## src/rtl/pipeline_stage_buf.sv

```systemverilog
// Elastic valid/ready pipeline register between CPU stages: one entry (pass-through ready)
// or a two-entry skid buffer (registered ready), with flush and saturating perf counters.
module pipeline_stage_buf #(
    parameter int WIDTH = 32,
    parameter int DEPTH = 1,
    parameter int CNTW  = 16
) (
    input  logic             CLK,
    input  logic             nRST,
    input  logic             in_valid,
    output logic             in_ready,
    input  logic [WIDTH-1:0] in_data,
    output logic             out_valid,
    input  logic             out_ready,
    output logic [WIDTH-1:0] out_data,
    input  logic             flush,
    output logic [1:0]       count,
    output logic [CNTW-1:0]  stall_cnt,
    output logic [CNTW-1:0]  squash_cnt
);

    localparam logic [CNTW-1:0] CNT_MAX = '1;

    logic [1:0]       count_q, count_d;
    logic [WIDTH-1:0] head_q, head_d;
    logic [WIDTH-1:0] skid_q, skid_d;
    logic [CNTW-1:0]  stall_q, stall_d;
    logic [CNTW-1:0]  squash_q, squash_d;
    logic             push, pop;
    logic [CNTW:0]    squash_sum;

    assign out_valid  = (count_q != 2'd0) && !flush;
    assign out_data   = head_q;
    assign count      = count_q;
    assign stall_cnt  = stall_q;
    assign squash_cnt = squash_q;

    // The skid variant must never look at out_ready, so upstream timing stays isolated.
    generate
        if (DEPTH == 1) begin : g_single
            assign in_ready = !flush && ((count_q == 2'd0) || out_ready);
        end else begin : g_skid
            assign in_ready = !flush && (count_q < 2'd2);
        end
    endgenerate

    assign push       = in_valid && in_ready;
    assign pop        = out_valid && out_ready;
    assign squash_sum = {1'b0, squash_q} + (CNTW+1)'(count_q);

    always_comb begin
        count_d  = count_q;
        head_d   = head_q;
        skid_d   = skid_q;
        stall_d  = stall_q;
        squash_d = squash_q;
        if (flush) begin
            // Data registers are deliberately left alone; only occupancy is dropped.
            count_d  = 2'd0;
            squash_d = squash_sum[CNTW] ? CNT_MAX : squash_sum[CNTW-1:0];
        end else begin
            if (out_valid && !out_ready && (stall_q != CNT_MAX))
                stall_d = stall_q + CNTW'(1);
            case ({push, pop})
                2'b10:   count_d = count_q + 2'd1;
                2'b01:   count_d = count_q - 2'd1;
                default: count_d = count_q;
            endcase
            if (DEPTH == 1) begin
                if (push)
                    head_d = in_data;
            end else begin
                if (pop && (count_q == 2'd2))
                    head_d = skid_q;
                // A push only happens with count 0 or 1 here.
                if (push) begin
                    if ((count_q == 2'd0) || pop)
                        head_d = in_data;
                    else
                        skid_d = in_data;
                end
            end
        end
    end

    always_ff @(posedge CLK) begin
        if (!nRST) begin
            count_q  <= 2'd0;
            head_q   <= '0;
            skid_q   <= '0;
            stall_q  <= '0;
            squash_q <= '0;
        end else begin
            count_q  <= count_d;
            head_q   <= head_d;
            skid_q   <= skid_d;
            stall_q  <= stall_d;
            squash_q <= squash_d;
        end
    end

endmodule

```

## config.mk

```make
export PLATFORM = sky130hd
export DESIGN_NAME = pipeline_stage_buf
export DESIGN_NICKNAME = d
export VERILOG_FILES = /design/src/rtl/pipeline_stage_buf.sv
export SDC_FILE = /design/constraint.sdc
export NUM_CORES = 1
export LEC_CHECK = 0
export ABC_AREA = 1
export ABC_CLOCK_PERIOD_IN_PS = 3900
export CORE_MARGIN = 3
export CORE_UTILIZATION = 40
export DETAILED_ROUTE_END_ITERATION = 10
export GPL_ROUTABILITY_DRIVEN = 0
export GPL_TIMING_DRIVEN = 0
export HOLD_SLACK_MARGIN = 0.05
export PLACE_DENSITY = 0.76
export SLEW_MARGIN = 20
export SYNTH_ARGS = -nofsm -noshare
export SYNTH_HDL_FRONTEND = slang
export SYNTH_SLANG_ARGS = --single-unit
export TNS_END_PERCENT = 50
```

## constraint.sdc

```tcl
create_clock -name CLK -period 3.9 [get_ports CLK]
set_input_delay 0.78 -clock CLK [delete_from_list [all_inputs] [get_ports CLK]]
set_output_delay 0.78 -clock CLK [all_outputs]
set_load 0.05 [all_outputs]
```

---- After elaboration in Yosys (flattened, before gate mapping) ----
Cells that the tools add are included.
word-level totals
  flip-flop bits (word level) ............. 66
  logic and storage cells ................. 30
cells by class
  $add $sub $neg .......................... 4
  equality and inequality tests ........... 3
  multiplexer cells ....................... 2
  bitwise operators ....................... 2
  reductions and logical operators ........ 15
operator list
  cell                   count
  $add 16x2->17          1
  $add 16x1->16 const B  1
  $mux 16                1
  $ne 16x16->1 const B   1
  $logic_and 1x1->1      6
  $pmux 2 s2             1
  $reduce_and 2->1       2
  $reduce_bool 2->1      2
  $add 2x1->2 const B    1
  $eq 2x1->1 const B     1
  $eq 2x2->1 const B     1
  $logic_not 1->1        2
  $logic_not 2->1        1
  $not 1->1              2
  $reduce_or 2->1        1
  $sub 2x1->2 const B    1
  $logic_or 1x1->1       1

---- Depth between registers and ports, before layout ----
  word-level depth ........................ 6
  gate-level depth with buffers ........... 11
  mapped depth without buffers ............ 11

---- Least setup slack after synthesis ----
Ideal clock, no wire load.
  kind .................................... in2out
  start point ............................. input port flush
  end point ............................... output port out_valid
  data arrival time ....................... 1,764 ps
  required time ........................... 3,120 ps
  slack ................................... 1,356 ps
  cell stages on the path ................. 3
  buffers on the path ..................... 2
  cells stage by stage .................... buf_6 -> clkbuf_1 -> nor2_1
on the way
  cells in the longest elaborated chain, start to end .. 2
ends and longest elaborated chain
  what               RTL line  text
  from (decl)        16        input logic flush,
  $logic_not 1->1    32        assign out_valid = (count_q != 2'd0) && !flush;
  $logic_and 1x1->1  32
  to (decl)          13        output logic out_valid,
Every way passes these cells.

---- Final worst setup path ----
  start point ............................. input port out_ready
  end point ............................... output port in_ready
on the way
  cells in the longest elaborated chain, start to end .. 2
ends and longest elaborated chain
  what               RTL line  text
  from (decl)        14        input logic out_ready,
  $logic_or 1x1->1   41        assign in_ready = !flush && ((count_q == 2'd0) || out_ready);
  $logic_and 1x1->1  41
  to (decl)          11        output logic in_ready,
Every way passes these cells.

==> out/metrics.cfg <==
[run_status]
status=finished, final reports clean

[timing]
finalHoldViolCount=0
whs_ns=0.465
worst_clock_skew_ns=0.00662
slew_violations=0
slew_headroom_pct=59.7
max_slew.worst_pin.slew_ns=0.605
fin_crit_sh_pct=89.1
finalCriticalPeriod_ns=3.47
setup_ws_ns=0.427
max_freq_ghz=0.288
rsz0062_at_grt=false
setup_viol=0
fin_setup_tns_ns=0

[logic_synthesis]
synthArstFlopShare_pct=0
synth_compound_area_share_pct=12.1
synth.distinct_cells=28
synth_top_family_by_area=simple AND/OR/NAND/NOR gates
synthXorXnorAreaFrac_pct=3.59
yosys_warnings=0
synth-seq-area-share_pct=41.6
synth_adder_area_share_pct=2.21
synth_ff_type=dfxtp_1
yosys.area_share.simple_pct=33.1
yosys_register_bits=66
syn-num-nets=482
syn-mean-instance-area_um2=7.21
synthCells=440
netlist_area_um2=3170
muxShareOfSynthArea_pct=0
synth_edf_count=0

[clock_tree]
tritoncts=yes
htree_num_levels=3
cts_sinks=66
ctsHoldBuffers=0
clock_latency_ns=0.33
cts_resized=0
clkTransAtPathRegs_ns=0.07
post_cts_buffers=0
clockRootBuffer=clkbuf_8
max-clock-path-buffers=2
numCtsBuffers=9

[global_route]
grt_pass1_wl_um=14000
grt_pass1_vias=3008
grt_use_total_pct=19.3
antenna_found_initial=0
grt_max_degree=13
overflow=0

[setup_path]
cp-end-kind=output port
path_max_fanout=10
reg2reg_to=squash_cnt[10]
cp_data_arrival_time_ns=2.69
cp-startpoint=out_ready
worstSetupStartpointType=input pin
crit_type=in -> out
r2r_setup_slack_ns=1.67
required_ns=3.12
r2r_cells=11
timing.rr.start=count[0]
crit_end=in_ready

[final_layout]
design_area_um2=4490
syn2layout_area_growth_pct=41.4
antennaDiodeCount=0
drive_above_1_share_pct=9.86
final_cell_mix=104 x nand2_1, 102 x clkdlybuf4s50_1, 66 x dfxtp_1, 58 x nand3_1, 48 x a21oi_1
nets=595
final_common_cell=nand2_1

[route]
ant_nets=0
routed_wl_um=8680
firstDrtPassIters=4
viasPerCell=5.02
routedWlPerCell_um=13.2
vias=3301
route.detailed.drc=0
drtIter0Drc=101

[hold_path]
min_path_cells=2
hold_class=reg -> reg

[place]
dpl-instance-area_um2=4320
io_buffers=102
pre_cts_slack_ns=0.424
dp_hpwl_um=6400

[power]
peakVddDrop_v=0.000173
powerDensity_nw_per_um2=318
power_leakage_nw=1.60

[floorplan]
die-area_um2=9040
die_y_um=95.1
core_region_area_um2=7490
start_util_pct=42.4
die-width_um=95.1
rows=31
ios=105

[job]
cap_violations=0

## worst min-delay path by stage
stage,end,slack (ns),from
3_3_place_gp,out_data[18],0.45,out_data[18]
3_5_place_dp,out_data[29],0.45,out_data[29]
4_1_cts,out_data[29],0.46,out_data[29]
2_1_floorplan,out_data[10],0.68,out_data[10]
5_1_grt,out_data[10],0.48,out_data[10]
6_report,out_data[24],0.46,out_data[24]
## flip-flops by register name, summed over array words and instances (netlist names)
| register | count |
|---|---|
| count | 2 |
| stall_cnt | 16 |
| out_data | 32 |
| squash_cnt | 16 |
## critical path: stages
cell and delay [ns]:
clkdlybuf4s50_1 0.56, nor2_1 0.10, nor2_4 0.17, buf_2 0.24, clkdlybuf4s50_1 0.84
## through the flow
step	instances	total power (W)	utilization, %
2_1_floorplan	440	0.000846	-
3_3_place_gp	641	0.000935	57.7
3_5_place_dp	641	0.000938	57.7
4_1_cts	657	0.00144	60.0
5_1_grt	657	0.00148	60.0
6_report	657	0.00143	60.0
## where the power goes
part	switching, W	internal [W]
clock network	0.000277	0.000228
registers	0.0000111	0.000692
logic	0.000133	0.0000853
## synth_stat cells (8+ instances only)
cell type | number | area (um^2)
a21oi_1 | 48 | 240
a21oi_2 | 8 | 70.1
clkbuf_1 | 11 | 41.3
dfxtp_1 | 66 | 1320
inv_1 | 32 | 120
nand2_1 | 104 | 390
nand2_2 | 10 | 62.6
nand3_1 | 58 | 290
nand4_1 | 9 | 56.3
nor2_1 | 40 | 150
o21ai_0 | 9 | 45.0
xor2_1 | 8 | 70.1
## cell families after synthesis
family | after synthesis
compound gates | 69
xor+xnor | 13
fa+ha+maj | 5
buf+inv | 55
flops | 66
simple gates | 232
## metal layers
| metal | wire (um) | share of wire (%) | vias up | track usage [%] |
|---|---|---|---|---|
| li1 | - | - | 1665 | - |
| met1 | 4010 | 46 | 1518 | 25.7 |
| met2 | 4030 | 46 | 111 | 31.5 |
| met3 | 573 | 6.6 | 7 | 4.42 |
| met4 | 70 | 0.81 | 0 | 5.17 |
| met5 | 0 | 0 | - | 0 |
## layout make-up
class / instances / area, um^2
buffer: 21 / 106
multi-input combinational: 319 / 1620
inverter: 34 / 128
sequential: 66 / 1320
timing repair buffer: 102 / 1020
tap: 99 / 124
clock inverter: 7 / 46.3
fill: 670 / 3000
clock buffer: 9 / 124
Note: power is estimated with default switching activity, not from simulation.
